===== src/rtl/execute_pkg.sv =====
`default_nettype none
// ---------------------------------------------------------------------------
// execute_pkg : execute-stage result types consumed by the memory stage.
// Rev 1.0
// ---------------------------------------------------------------------------
package execute_pkg;

  typedef struct packed {
    logic [5:0] op;
    logic       reg_write;
    logic       mem_read;
    logic       mem_write;
    logic [1:0] mem_size;
    logic       mem_signed;
  } instr_t;

  typedef struct packed {
    instr_t      instr;
    logic [31:0] aluout;
    logic [31:0] writedata;
    logic [4:0]  writereg;
    logic [31:0] hi;
    logic [31:0] lo;
    logic [31:0] pcplus4;
    logic        in_delay_slot;
    logic        exception_ov;
    logic        exception_ri;
  } execute_data_t;

endpackage
`default_nettype wire


===== src/rtl/memory_pkg.sv =====
`default_nettype none
// ---------------------------------------------------------------------------
// memory_pkg : memory-stage result, data-bus types and FSM states.
// Rev 1.0
// ---------------------------------------------------------------------------
package memory_pkg;
  import execute_pkg::*;

  localparam logic [1:0] MEM_SIZE_BYTE = 2'd0;
  localparam logic [1:0] MEM_SIZE_HALF = 2'd1;
  localparam logic [1:0] MEM_SIZE_WORD = 2'd2;

  typedef enum logic [1:0] {IDLE, WAIT_ADDR, WAIT_DATA, DRAIN} mem_state_e;

  typedef struct packed {
    logic        valid;
    logic [31:0] addr;
    logic [1:0]  size;
    logic [3:0]  strobe;
    logic [31:0] data;
  } dbus_req_t;

  typedef struct packed {
    logic        addr_ok;
    logic        data_ok;
    logic [31:0] data;
  } dbus_resp_t;

  typedef struct packed {
    instr_t      instr;
    logic [31:0] readdata;
    logic [31:0] aluout;
    logic [4:0]  writereg;
    logic [31:0] hi;
    logic [31:0] lo;
    logic [31:0] pcplus4;
    logic        in_delay_slot;
    logic        exception_ov;
    logic        exception_ri;
    logic        exception_adel;
    logic        exception_ades;
    logic [31:0] badvaddr;
  } memory_data_t;

  function automatic logic is_misaligned(input logic [1:0] size, input logic [1:0] addr);
    case (size)
      MEM_SIZE_BYTE: return 1'b0;
      MEM_SIZE_HALF: return addr[0];
      default:       return addr != 2'b00;
    endcase
  endfunction

endpackage
`default_nettype wire


===== src/rtl/mem_access_if.sv =====
`default_nettype none
// ---------------------------------------------------------------------------
// mem_access_if : data-bus request/response bundle.
// Rev 1.0
// ---------------------------------------------------------------------------
interface mem_access_if;
  memory_pkg::dbus_req_t  dreq;
  memory_pkg::dbus_resp_t dresp;

  modport master (output dreq, input dresp);
  modport slave  (input dreq, output dresp);
endinterface
`default_nettype wire


===== src/rtl/mem_align.sv =====
`default_nettype none
// ---------------------------------------------------------------------------
// mem_align : store-lane replication/strobes and load extraction.
// Rev 1.0
// ---------------------------------------------------------------------------
module mem_align
  import memory_pkg::*;
(
  input  logic [1:0]  i_addr,
  input  logic [1:0]  i_size,
  input  logic        i_signed,
  input  logic [31:0] i_wdata,
  input  logic [31:0] i_rdata,
  output logic [3:0]  o_strobe,
  output logic [31:0] o_wdata,
  output logic [31:0] o_rdata
);

  logic [31:0] w_shifted;

  assign w_shifted = i_rdata >> {i_addr, 3'b000};

  always_comb begin
    o_strobe = 4'b1111;
    o_wdata  = i_wdata;
    o_rdata  = w_shifted;
    case (i_size)
      MEM_SIZE_BYTE: begin
        o_strobe = 4'b0001 << i_addr;
        o_wdata  = {4{i_wdata[7:0]}};
        o_rdata  = {{24{i_signed & w_shifted[7]}}, w_shifted[7:0]};
      end
      MEM_SIZE_HALF: begin
        o_strobe = 4'b0011 << i_addr;
        o_wdata  = {2{i_wdata[15:0]}};
        o_rdata  = {{16{i_signed & w_shifted[15]}}, w_shifted[15:0]};
      end
      default: ;
    endcase
  end

endmodule
`default_nettype wire


===== src/rtl/mem_access.sv =====
`default_nettype none
// ---------------------------------------------------------------------------
// mem_access : pipeline memory stage driving a split addr/data handshake bus.
// Rev 1.0
// ---------------------------------------------------------------------------
module mem_access
  import execute_pkg::*;
  import memory_pkg::*;
(
  input  logic          clk,
  input  logic          reset,
  input  logic          i_ex_valid,
  input  execute_data_t i_ex_data,
  input  logic          i_flush,
  mem_access_if.master  dbus,
  output logic          o_mem_stall,
  output logic          o_mem_valid,
  output memory_data_t  o_mem_data
);

  mem_state_e    r_state, w_next;
  execute_data_t r_ex;
  logic          r_flushed;
  logic          r_mem_valid;
  memory_data_t  r_mem_data;

  execute_data_t w_cur;
  logic          w_is_mem, w_misalign, w_kill;
  logic          w_req_valid, w_complete, w_stall, w_capture_ex;
  logic [3:0]    w_strobe;
  logic [31:0]   w_wdata, w_rdata;
  memory_data_t  w_result;

  // Once a request is outstanding, the registered copy drives the bus so the
  // fields stay stable even if upstream changes ex_data (e.g. after a flush).
  assign w_cur      = (r_state == IDLE) ? i_ex_data : r_ex;
  assign w_is_mem   = w_cur.instr.mem_read | w_cur.instr.mem_write;
  assign w_misalign = w_is_mem & is_misaligned(w_cur.instr.mem_size, w_cur.aluout[1:0]);
  assign w_kill     = i_flush | r_flushed;

  mem_align u_align (
    .i_addr   (w_cur.aluout[1:0]),
    .i_size   (w_cur.instr.mem_size),
    .i_signed (w_cur.instr.mem_signed),
    .i_wdata  (w_cur.writedata),
    .i_rdata  (dbus.dresp.data),
    .o_strobe (w_strobe),
    .o_wdata  (w_wdata),
    .o_rdata  (w_rdata)
  );

  always_comb begin
    w_next       = r_state;
    w_req_valid  = 1'b0;
    w_complete   = 1'b0;
    w_stall      = 1'b0;
    w_capture_ex = 1'b0;
    case (r_state)
      IDLE: begin
        if (i_ex_valid && !i_flush) begin
          if (w_is_mem && !w_misalign) begin
            w_req_valid  = 1'b1;
            w_capture_ex = 1'b1;
            if (dbus.dresp.addr_ok && dbus.dresp.data_ok) begin
              w_complete = 1'b1;
            end else begin
              w_stall = 1'b1;
              w_next  = dbus.dresp.addr_ok ? WAIT_DATA : WAIT_ADDR;
            end
          end else begin
            w_complete = 1'b1;
          end
        end
      end
      WAIT_ADDR: begin
        w_req_valid = 1'b1;
        w_stall     = 1'b1;
        if (dbus.dresp.addr_ok) begin
          if (dbus.dresp.data_ok) begin
            w_stall    = 1'b0;
            w_complete = !w_kill;
            w_next     = IDLE;
          end else begin
            w_next = w_kill ? DRAIN : WAIT_DATA;
          end
        end
      end
      WAIT_DATA: begin
        w_stall = 1'b1;
        if (dbus.dresp.data_ok) begin
          w_stall    = 1'b0;
          w_complete = !i_flush;
          w_next     = IDLE;
        end else if (i_flush) begin
          w_next = DRAIN;
        end
      end
      DRAIN: begin
        w_stall = 1'b1;
        if (dbus.dresp.data_ok) w_next = IDLE;
      end
      default: w_next = IDLE;
    endcase
  end

  always_comb begin
    w_result                = '0;
    w_result.instr          = w_cur.instr;
    w_result.readdata       = (w_cur.instr.mem_read && !w_misalign) ? w_rdata : 32'd0;
    w_result.aluout         = w_cur.aluout;
    w_result.writereg       = w_cur.writereg;
    w_result.hi             = w_cur.hi;
    w_result.lo             = w_cur.lo;
    w_result.pcplus4        = w_cur.pcplus4;
    w_result.in_delay_slot  = w_cur.in_delay_slot;
    w_result.exception_ov   = w_cur.exception_ov;
    w_result.exception_ri   = w_cur.exception_ri;
    w_result.exception_adel = w_misalign & w_cur.instr.mem_read;
    w_result.exception_ades = w_misalign & w_cur.instr.mem_write & !w_cur.instr.mem_read;
    w_result.badvaddr       = w_misalign ? w_cur.aluout : 32'd0;
  end

  always_ff @(posedge clk or posedge reset) begin
    if (reset) begin
      r_state     <= IDLE;
      r_ex        <= '0;
      r_flushed   <= 1'b0;
      r_mem_valid <= 1'b0;
      r_mem_data  <= '0;
    end else begin
      r_state     <= w_next;
      r_flushed   <= (r_state == WAIT_ADDR) && (w_next == WAIT_ADDR) && w_kill;
      r_mem_valid <= w_complete;
      if (w_capture_ex) r_ex <= i_ex_data;
      if (w_complete)   r_mem_data <= w_result;
    end
  end

  // Combinational outputs are gated so an asserted reset silences them at once.
  assign dbus.dreq.valid  = w_req_valid & !reset;
  assign dbus.dreq.addr   = w_cur.aluout;
  assign dbus.dreq.size   = w_cur.instr.mem_size;
  assign dbus.dreq.strobe = w_cur.instr.mem_write ? w_strobe : 4'b0000;
  assign dbus.dreq.data   = w_wdata;

  assign o_mem_stall = w_stall & !reset;
  assign o_mem_valid = r_mem_valid;
  assign o_mem_data  = r_mem_data;

endmodule
`default_nettype wire


===== src/flat_wrapper.sv =====
// flat-port wrapper written by rule: the top's interface ports become plain ports
module mem_access_flat import execute_pkg::*; import memory_pkg::*;
  (clk, reset, i_ex_valid, i_ex_data, i_flush, o_mem_stall, o_mem_valid, o_mem_data, dbus_dreq, dbus_dresp);
  mem_access_if dbus_i ();
  input  logic clk;
  input  logic reset;
  input  logic i_ex_valid;
  input  execute_data_t i_ex_data;
  input  logic i_flush;
  output logic o_mem_stall;
  output logic o_mem_valid;
  output memory_data_t o_mem_data;
  output wire logic [$bits(dbus_i.dreq)-1:0] dbus_dreq;
  input wire logic [$bits(dbus_i.dresp)-1:0] dbus_dresp;
  assign dbus_dreq = dbus_i.dreq;
  assign dbus_i.dresp = dbus_dresp;
  mem_access u_core (.clk(clk), .reset(reset), .i_ex_valid(i_ex_valid), .i_ex_data(i_ex_data), .i_flush(i_flush), .dbus(dbus_i), .o_mem_stall(o_mem_stall), .o_mem_valid(o_mem_valid), .o_mem_data(o_mem_data));
endmodule

===== config.mk =====
export PLATFORM = sky130hd
export DESIGN_NAME = mem_access_flat
export DESIGN_NICKNAME = d
export VERILOG_FILES = /design/src/rtl/execute_pkg.sv /design/src/rtl/memory_pkg.sv /design/src/rtl/mem_access_if.sv /design/src/rtl/mem_align.sv /design/src/rtl/mem_access.sv /design/src/flat_wrapper.sv
export SDC_FILE = /design/constraint.sdc
export NUM_CORES = 1
export LEC_CHECK = 0
export ABC_CLOCK_PERIOD_IN_PS = 18900
export CAP_MARGIN = 20
export CORE_AREA = 2 2 197 199
export DETAILED_ROUTE_END_ITERATION = 16
export DIE_AREA = 0 0 199 201
export PLACE_DENSITY = 0.81
export SYNTH_ARGS = -nofsm -noshare
export SYNTH_HDL_FRONTEND = slang
export SYNTH_HIERARCHICAL = 1
export SYNTH_SLANG_ARGS = --single-unit

===== constraint.sdc =====
create_clock -name clk -period 18.9 [get_ports clk]
set_input_delay 1.89 -clock clk [delete_from_list [all_inputs] [get_ports clk]]
set_output_delay 1.89 -clock clk [all_outputs]
set_load 0.01 [all_outputs]

==> results by group, run 1 <==
Run status
  • Status: completed

Clock network
  • H-Tree Level Count: 2
  • Clk_lat worst skew: 570 ps
  • Resized Gates After CTS: 0
  • TritonCTS Sinks: 398
  • CTS tree: yes
  • CTS buffer count: 42
  • Hold-fix buffers, CTS: 0
  • CTS max path bufs: 3
  • Clock transition at path regs: around 60 ps
  • Post-CTS setup buffers: 0
  • Root Buffer: clkbuf_16

Synthesis
  • Post-synth EDFFs: 0
  • Commonest register cell after synthesis: dfrtp_1
  • Mapped Avg Cell Area: between 10 and 15 um^2
  • Seq/Total Area, Yosys: roughly 54%
  • Post-synth net total: approximately 1.7k
  • Syn Std Cell Area: 0.01861 mm^2
  • Synthesized flop and latch total: slightly below 400
  • Async SR Flop Fraction: 100.0%
  • Synth Instances: between 1k and 1.5k
  • Yosys warns: 6
  • Count of different cell masters after synthesis: 47

Cells and area
  • Share of post-route cells with drive strength above 1: between 20% and 30%
  • Final Util: roughly two thirds
  • Non-filler cells, final: ~2.4k
  • Most frequent cells in the layout: clkdlybuf4s50_1, dfrtp_1, mux2_2, mux2i_1, o21ai_0
  • Synthesis-to-finish area growth: 34.47%
  • Final Cell Area: ~0.025 mm^2
  • Fill count: 2831
  • Nets: about 2.1k
  • Most common cell after layout, fill and taps aside: clkdlybuf4s50_1

Placed design
  • DP Area: between 0.02 and 0.025 mm^2
  • DP HPWL: around 37000 um
  • GP Congestion: between 0.8 and 0.9
  • DP Cell Count: between 2k and 2.5k
  • Count of input and output buffers: roughly 500

Floorplanning
  • Die span in x: 199 um
  • Die ar.: 0.04000 mm^2
  • I/O pin count: between 500 and 600
  • Chip Height: approximately 200 um
  • Total core area: roughly 0.038 mm^2
  • Initial Utilization: approximately half
  • Row cnt: 72

STA
  • Fin crit share: 36.83%
  • Fmax: around 0.14 GHz
  • Clk_skew: ~22 ps
  • Setup tns final: 0 ps
  • Final-report hold violation count: 0
  • Slew Limit Fails: 0
  • Worst slew pin tran: 1100 ps
  • Rel. slew slack: a little over a quarter
  • Period minus WS final: a little under 7000 ps
  • RSZ-0062 raised after global routing: false
  • Setup violators final: 0

Setup path
  • Worst R2R Setup Slack: between 10000 and 15000 ps
  • R2R Path Start: u_core/r_state[1]
  • Critical path required time: between 15000 and 20000 ps
  • Setup crit end kind: primary output
  • Worst-path maximum fanout: 63
  • Startpoint types: input pin
  • CP Class: in2out
  • R2R cell count: 6
  • Reg-to-Reg End: u_core/r_ex[85]
  • Critical Path AT: between 5000 and 6000 ps

Power
  • Pwr Total: about 4.3 mW
  • Max IR drop VDD: 0.0001111 V
  • Lkg Pwr: 11.03 nW
  • PD cells: roughly 170 mW/mm^2

Hold path
  • Hold endpoint: u_core/o_mem_data[19]
  • Hold Crit Class: reg2reg
  • Hold depth: 1
  • Worst Hold Launch: u_core/o_mem_data[19]

Routing
  • Vias after detailed routing: roughly 14k
  • DRT Wirelength: roughly 55000 um
  • Pre-antenna DRT Iters: 5
  • DRC: 0
  • Drt wl/cell: roughly 22 um
  • Vias per Instance: between 5 and 6
  • Initial DRC count: about 940
  • Post-route ant nets: 0

Global routing
  • Pin count of the biggest net entering global routing: approximately 150
  • Total Routing Usage GR: roughly 27%
  • Vias in the first global route: 14.39k
  • Remaining Overflow, GRT: 0
  • Antenna violations before repair: 5
  • First-pass GRT wire length: 84040 um

Run
  • Max-cap viol count: 0
-- cells by family after synthesis --
kind of cell	share of synthesized area, %
multiplexers	26.33
buffers and inverters	5.493
AND/OR/NAND/NOR	5.587
AO/OA/AOI/OAI	9.070
flip-flops	53.52
-- stage by stage --
step | worst slack, ps | hold WS, ps
2_1_floorplan | 5942 | 472.2
3_3_place_gp | 12020 | 471.1
3_5_place_dp | 11970 | 473.1
4_1_cts | 11950 | 491.5
5_1_grt | 11700 | 506.6
6_report | 11940 | 487.9
-- per-layer routing --
layer	track usage, %	routed length [um]	vias up
li1	-	-	6164
met4	11.01	2219	6
met2	43.69	26080	499
met5	0	44	-
met1	33.42	21290	6845
met3	9.526	5233	122
-- report_power, final --
| part | internal, mW | switching, mW |
|---|---|---|
| clock network | 0.457 | 0.341 |
| logic | 1.08 | 0.923 |
| registers | 1.26 | 0.228 |
-- sequential cells by signal, summed over array words and instances, names as in the netlist --
name and flops:
u_core/r_state 2, u_core/o_mem_valid 1, u_core/r_ex 180, u_core/o_mem_data 214
u_core/r_flushed 1
-- final cells by class --
cell class              instances  area (um^2)  share of cell area (%)
inverters                      35        138.9                  0.5550
clock inverters                 9        102.6                  0.4100
multi-input cells             893         7672                   30.66
repair buffers                525         5283                   21.11
diodes                          3        7.507                 0.03000
well taps                     518        648.1                   2.590
flip-flops and latches        398         9960                   39.80
clock buffers                  64         1214                   4.850
-- cells in the mapped netlist, types with 2 or more instances --
cell type | instances | area (um^2)
buf_8 | 2 | 30.03
o21ai_0 | 133 | 665.6
nand3b_1 | 6 | 45.04
buf_2 | 43 | 215.2
dfrtp_1 | 398 | 9960
nor4b_2 | 2 | 30.03
o21a_1 | 3 | 22.52
a32o_1 | 33 | 330.3
mux2_4 | 22 | 330.3
nand2_1 | 37 | 138.9
buf_4 | 44 | 330.3
nand2b_1 | 4 | 25.02
nor2b_1 | 6 | 37.54
buf_6 | 6 | 67.56
nor3b_1 | 2 | 15.01
nor3_1 | 3 | 15.01
o2bb2ai_1 | 32 | 280.3
or3b_1 | 2 | 17.52
inv_1 | 34 | 127.6
a21oi_1 | 18 | 90.09
a22oi_1 | 3 | 22.52
nand3_1 | 112 | 560.5
or2_2 | 8 | 50.05
mux2_2 | 285 | 3209
o21bai_1 | 2 | 15.01
mux2i_1 | 136 | 1361
nor2_1 | 12 | 45.04
clkbuf_1 | 58 | 217.7
o211ai_1 | 16 | 120.1
buf_1 | 8 | 30.03
-- how the worst max path moves through the flow --
stage / cells past startpoint / slack, ps / startpoint / to
after floorplan: 1 / 5940 / reset / u_core/o_mem_data[0]
after global placement: 8 / 12020 / i_ex_data[171] / o_mem_stall
after detailed placement: 8 / 11970 / i_ex_data[172] / o_mem_stall
after CTS: 8 / 11950 / i_ex_data[172] / o_mem_stall
after global routing: 8 / 11700 / i_ex_data[172] / o_mem_stall
final: 8 / 11940 / i_ex_data[172] / o_mem_stall
-- worst max-delay path, stage by stage --
cell	delay [ps]
clkdlybuf4s50_1	530
nor4_1	80
a21oi_1	410
nor4b_4	380
buf_4	730
nor2_1	150
nor3_1	240
clkdlybuf4s50_1	630
Note: power is estimated with default switching activity, not from simulation.
==> run 2: changes to the inputs <==
ABC_CLOCK_PERIOD_IN_PS = 6450   (was 18900)
CORE_AREA = not set   (was 2 2 197 199)
CORE_MARGIN = 2   (was not set)
CORE_UTILIZATION = 49   (was not set)
DIE_AREA = not set   (was 0 0 199 201)
clock period = 6.45 ns   (was 18.9 ns; I/O delays follow)
==> run 2 against run 1 <==
- register-to-register slack worse by 12000 ps
- first-iteration DRC count is 12% lower
- final area is 0.17% lower
- combinational power grew to 2.9 times the previous value
- critical path depth is 3 lower
- highest routed layer unchanged
- sequential power grew to 2.9 times the previous value
- die area is 1.1% lower
- largest power group unchanged
- flip-flop and latch count stayed put
==> results by group, run 2 (synthesis results as in run 1) <==
Clock network
  • Resized Gates After CTS: 0 (unchanged)
  • H-Tree Level Count: 2 (unchanged)
  • Hold-fix buffers, CTS: 0 (unchanged)
  • Root Buffer: clkbuf_16
  • CTS buffer count: 42 (unchanged)
  • TritonCTS Sinks: 398 (unchanged)
  • CTS max path bufs: 3 (unchanged)
  • Clk_lat worst skew: 570 ps (about the same)
  • Clock transition at path regs: 60 ps (about the same)
  • Post-CTS setup buffers: 0 (unchanged)
  • CTS tree: yes

Routing
  • DRC: 0 (unchanged)
  • Drt wl/cell: 22.50 um (+0.26%)
  • Pre-antenna DRT Iters: 5 (unchanged)
  • Vias per Instance: 5.660 (+1.5%)
  • Initial DRC count: 823 (-12%)
  • DRT Wirelength: 54780 um (-0.15%)
  • Post-route ant nets: 0 (unchanged)
  • Vias after detailed routing: 13.78k (+1.1%)

Placed design
  • Count of input and output buffers: 504 (unchanged)
  • DP HPWL: 36850 um (-1.4%)
  • DP Cell Count: 2354 (-0.47%)
  • GP Congestion: 0.8348 (about the same)

Power
  • Switching pwr: 4.376 mW (+190%)
  • Lkg Pwr: 11.00 nW (-0.20%)
  • PD cells: 504.4 mW/mm^2 (+190%)
  • Clk network pwr share: 18.9% (+0.3 points)
  • Sequential share of power: 34.5% (-0.2 points)
  • Max IR drop VDD: 0.0004583 V (+310%)
  • Pint: 8.226 mW (+190%)
  • Comb pwr share: 46.5% (-0.2 points)
  • Sw frac: 34.72% (-0.095 points)

STA
  • RSZ-0062 raised after global routing: false
  • Fin crit share: ~77%
  • Setup tns final: 0 ps (unchanged)
  • Fmax: 0.2009 GHz
  • Clk_skew: 15.73 ps (-6.559 ps)
  • Rel. slew slack: 23.68% (-3.0 points)
  • Period minus WS final: around 5000 ps
  • Setup violators final: 0 (unchanged)
  • Final-report hold violation count: 0 (unchanged)
  • Slew Limit Fails: 0 (unchanged)
  • Worst slew pin tran: 1141 ps (+40.18 ps)

Global routing
  • Antenna violations before repair: 7 (+2)
  • Pin count of the biggest net entering global routing: 200 (+32%)
  • Total Routing Usage GR: 27.21% (+0.028 points)
  • Remaining Overflow, GRT: 0 (unchanged)
  • Vias in the first global route: 14.51k (+0.79%)
  • First-pass GRT wire length: 82810 um (-1.5%)

Floorplanning
  • Total core area: 0.03758 mm^2 (-1.4%)
  • Row cnt: 71 (-1.4%)
  • Chip Height: 198.9 um (-1.1%)
  • Die span in x: 198.9 um (about the same)
  • I/O pin count: 505 (unchanged)
  • Initial Utilization: 49.53% (+0.69 points)
  • Die ar.: 0.03956 mm^2 (-1.1%)

Setup path
  • Cell Chain, Critical Path: nor2_4 > mux2_2 > nor2_1 > mux2_2 > clkdlybuf4s50_1
  • Critical Path AT: 4330 ps (-740 ps)
  • Startpoint types: flop
  • Cell mode on critical path: mux2_2
  • CP Class: reg2out
  • Worst-path maximum fanout: 36 (-43%)
  • Slowest-stage cell, CP: nor2_1
  • Max stage delay on crit path: 960 ps (+230 ps)
  • Critical path required time: 5800 ps (-11210 ps)
  • Setup crit end kind: primary output

Cells and area
  • Fill count: 2789 (-1.5%)
  • Non-filler cells, final: 2435 (-0.41%)
  • Synthesis-to-finish area growth: 34.25%
  • Nets: 2106 (-0.33%)
  • Max FFs per register: 214 (unchanged)
  • Most common cell after layout, fill and taps aside: clkdlybuf4s50_1
  • Most frequent cells in the layout: clkdlybuf4s50_1, dfrtp_1, mux2_2, mux2i_1, o21ai_0
  • Share of post-route cells with drive strength above 1: 21.50% (+0.089 points)

Run status
  • Status: completed

Run
  • Max-cap viol count: 0 (unchanged)

Hold path
  • Hold Crit Class: in2async
==> run 2: changes by cell type in the layout (fill, tap and decap cells not counted), sizes merged, moves of 3 or more <==
cell,previous run,this run
buf,21,14
diode,3,8
clkinv,7,10
clkbuf,64,57
==> run 2: cell type report <==
type	count	area (um^2)	share of cell area, %
antenna	8	20.02	0.08013
clock buffer	57	1197	4.793
clock inverter	15	147.6	0.5909
inverter	35	135.1	0.5409
multi-input combinational	893	7672	30.71
sequential	398	9960	39.86
tap	511	639.4	2.559
timing repair buffer	518	5213	20.86
==> run 2: worst max-delay path: cells and delay by family (launching register included) <==
kind                   cells  cell delay [ps]
and+or+nand+nor            2             1600
muxes                      2             1110
DFF                        1              560
buffers and inverters      1              480
==> run 2: per-stage QoR <==
step	total power, mW	setup slack (ps)	util, %	hold slack (ps)	area (um^2)
global placement	9.991	2158	62.80	472.8	23600
CTS	12.66	1476	66.38	490.4	24940
detailed placement	10.21	2114	62.80	472.7	23600
global route	13.28	1331	66.47	426.6	24980
floorplan	7.698	447.2	-	472.2	18610
finish	12.60	1473	66.49	443.3	24980
==> run 2: metal layers <==
layer	part of all wire, %	wire, um	global-route usage (%)	vias to the layer above
met2	48	26150	43.82	483
li1	-	-	-	6145
met3	9.1	5012	9.868	127
met1	39	21160	32.27	7024
met5	0.047	26	0	-
met4	4.4	2428	13.43	4
==> run 2: path summary, 6_finish.rpt <==
check                                      start                     end  slack [ps]  depth (start not counted)
max                            u_core/r_state[1]           dbus_dreq[12]        1470                          5
min                                        reset  u_core/o_mem_data[108]         440                          2
min reg2reg                u_core/o_mem_data[19]   u_core/o_mem_data[19]         490                          1
max reg2reg                    u_core/r_state[1]         u_core/r_ex[89]        2490                          6
max in group asynchronous                  reset  u_core/o_mem_data[192]        4450                          4
min in group clk           u_core/o_mem_data[19]   u_core/o_mem_data[19]         490                          1
==> run 2: power by group through the flow <==
stage | clock (mW) | sequential, mW | combinational, mW
3_5_place_dp | 0 | 4.36 | 5.85
5_1_grt | 2.54 | 4.48 | 6.26
2_1_floorplan | 0 | 4.50 | 3.20
6_report | 2.39 | 4.35 | 5.86
3_3_place_gp | 0 | 4.27 | 5.72
4_1_cts | 2.43 | 4.35 | 5.88
==> run 3: changes to the inputs <==
ABC_CLOCK_PERIOD_IN_PS = 4100   (was 6450)
CORE_UTILIZATION = 44   (was 49)
PLACE_DENSITY = 0.77   (was 0.81)
clock period = 4.1 ns   (was 6.45 ns; I/O delays follow)
==> run 3 against run 2 <==
- final area increased by 1.4%
- sequential power increased by 57%
- critical endpoint is now dbus_dreq[55]
- clock power increased by 69%
- wire length increased by 2.8%
- global-route usage decreased by 2.0 points
- sequential share of layout area decreased by 0.54 points
==> results by group, run 3 (synthesis results as in run 1) <==
Run status
  • Status: completed

Placed design
  • DP Cell Count: 2403 (+2.1%)
  • DP HPWL: 39010 um (+5.9%)
  • GP Congestion: 0.8455 (+1.3%)
  • Count of input and output buffers: 504 (unchanged)

Setup path
  • Cell mode on critical path: buf_4
  • CP Class: reg2out
  • Worst R2R Setup Slack: 850 ps (-1640 ps)
  • Max stage delay on crit path: 570 ps (-390 ps)
  • Worst-path maximum fanout: 34 (-5.6%)
  • Setup crit end kind: primary output
  • Slowest-stage cell, CP: dfrtp_1
  • Critical Path AT: 3530 ps (-800 ps)
  • Startpoint types: flop
  • Critical path required time: 3690 ps (-2110 ps)
  • Cell Chain, Critical Path: nor2_4 > buf_4 > buf_4 > mux2_2 > clkdlybuf4s50_1

Global routing
  • Total Routing Usage GR: 25.20% (-2.0 points)
  • Antenna violations before repair: 8 (+1)
  • Remaining Overflow, GRT: 0 (unchanged)
  • Vias in the first global route: 14.58k (+0.52%)
  • First-pass GRT wire length: 85950 um (+3.8%)
  • Pin count of the biggest net entering global routing: 145 (-28%)

Clock network
  • CTS tree: yes
  • CTS max path bufs: 3 (unchanged)
  • Clock transition at path regs: 60 ps (about the same)
  • TritonCTS Sinks: 398 (unchanged)
  • Root Buffer: clkbuf_16
  • H-Tree Level Count: 2 (unchanged)
  • CTS buffer count: 44 (+4.8%)
  • Clk_lat worst skew: 560 ps (about the same)

Cells and area
  • Most frequent cells in the layout: clkdlybuf4s50_1, dfrtp_1, mux2_2, mux2i_1, o21ai_0
  • Non-filler cells, final: 2483 (+2.0%)
  • Max FFs per register: 214 (unchanged)
  • Nets: 2128 (+1.0%)
  • Most common cell after layout, fill and taps aside: clkdlybuf4s50_1
  • Synthesis-to-finish area growth: 36.08%
  • Share of post-route cells with drive strength above 1: 22.45% (+0.95 points)

Run
  • Max-cap viol count: 0 (unchanged)

STA
  • Slew Limit Fails: 0 (unchanged)
  • Final Hold Slack: 476.1 ps (+32.79 ps)
  • Fin crit share: approximately 96%
  • RSZ-0062 raised after global routing: false
  • Setup violators final: 0 (unchanged)
  • Clk_skew: 21.55 ps (+5.822 ps)
  • Rel. slew slack: 32.84% (+9.2 points)
  • Period minus WS final: around 3900 ps
  • Fmax: about 0.25 GHz
  • Worst slew pin tran: 1007 ps (-133.2 ps)
  • Final-report hold violation count: 0 (unchanged)
  • Setup tns final: 0 ps (unchanged)

Power
  • Lkg Pwr: 11.17 nW (+1.5%)
  • Max IR drop VDD: 0.0004206 V (-8.2%)
  • Sw frac: 34.52% (-0.20 points)
  • Sequential share of power: 33.9% (-0.6 points)
  • Comb pwr share: 46.2% (-0.3 points)
  • Switching pwr: 6.977 mW (+59%)
  • Pint: 13.23 mW (+61%)
  • PD cells: 798.0 mW/mm^2 (+58%)
  • Clk network pwr share: 19.9% (+1.0 points)

Routing
  • Initial DRC count: 890 (+8.1%)
  • Drt wl/cell: 22.67 um (+0.78%)
  • Vias per Instance: 5.537 (-2.2%)
  • Vias after detailed routing: 13.75k (-0.25%)
  • DRT Wirelength: 56290 um (+2.8%)
  • DRC: 0 (unchanged)
  • Pre-antenna DRT Iters: 5 (unchanged)
  • Post-route ant nets: 0 (unchanged)

Floorplanning
  • I/O pin count: 505 (unchanged)
  • Chip Height: 209.7 um (+5.4%)
  • Row cnt: 75 (+5.6%)
  • Die ar.: 0.04396 mm^2 (+11%)
  • Die span in x: 209.7 um (+5.4%)
  • Total core area: 0.04185 mm^2 (+11%)
  • Initial Utilization: 44.47% (-5.1 points)

Hold path
  • Hold Crit Class: in2reg
[run 3: cell count changes in the layout (fill, tap and decap cells not counted), sizes merged]
| cell | previous run | this run |
|---|---|---|
| bufinv | 2 | 3 |
| buf | 14 | 34 |
| inv | 37 | 35 |
| clkinv | 10 | 8 |
| clkbuf | 57 | 66 |
| diode | 8 | 2 |
[run 3: final timing paths]
path	from	cells past startpoint	endpoint
setup / recovery	u_core/r_state[1]	5	dbus_dreq[55]
hold / removal	i_ex_data[66]	2	u_core/r_ex[66]
setup reg to reg	u_core/r_state[1]	8	u_core/o_mem_data[193]
hold reg to reg	u_core/o_mem_data[1]	1	u_core/o_mem_data[1]
max in group asynchronous	reset	3	u_core/o_mem_data[165]
min in group asynchronous	reset	2	u_core/r_ex[79]
[run 3: area by class of cell]
class | instances | area [um^2]
fill | 3336 | 16530
sequential | 398 | 9960
multi-input combinational | 893 | 7682
timing repair buffer | 538 | 5388
clock buffer | 66 | 1326
tap | 539 | 674.4
clock inverter | 12 | 153.9
inverter | 35 | 135.1
antenna | 2 | 5.005
[run 3: worst max-delay path: cells and delay by family, from the launching register on]
kind	cells	cell delay, ps
muxes	1	430
DFF	1	570
and+or+nand+nor	1	330
buffers and inverters	3	1590
[run 3: metal layers]
layer  vias to the layer above  track usage, %  routed length (um)
met5                         -               0                  79
met4                        12           9.880                1976
met3                       117           8.424                4864
met2                       481           40.44               26630
met1                      6961           31.56               22740
li1                       6177               -                   -
[run 3: metrics by stage]
stage | worst slack (ps) | total power, mW | utilization (%) | cell area, um^2
after global placement | 698.8 | 15.90 | 56.94 | 23830
after global routing | 37.31 | 21.29 | 60.50 | 25320
after detailed placement | 657.4 | 16.21 | 56.94 | 23830
final | 160.6 | 20.21 | 60.51 | 25320
after CTS | 117.3 | 20.34 | 60.47 | 25310
after floorplan | -1668 | 12.11 | - | 18610
[run 3: power groups by stage]
| stage | clock network (mW) | logic (mW) | registers (mW) |
|---|---|---|---|
| after floorplan | 0 | 5.03 | 7.08 |
| after global placement | 0 | 9.13 | 6.77 |
| after detailed placement | 0 | 9.33 | 6.87 |
| after CTS | 4.12 | 9.38 | 6.84 |
| after global routing | 4.26 | 9.96 | 7.07 |
| final | 4.03 | 9.33 | 6.85 |
[run 3: repair_timing]
action | in CTS | in global routing
hold buffers | 0 | 0
gates resized for setup | 0 | 2
setup buffers | 0 | 0
setup endpoints to repair | 0 | 2
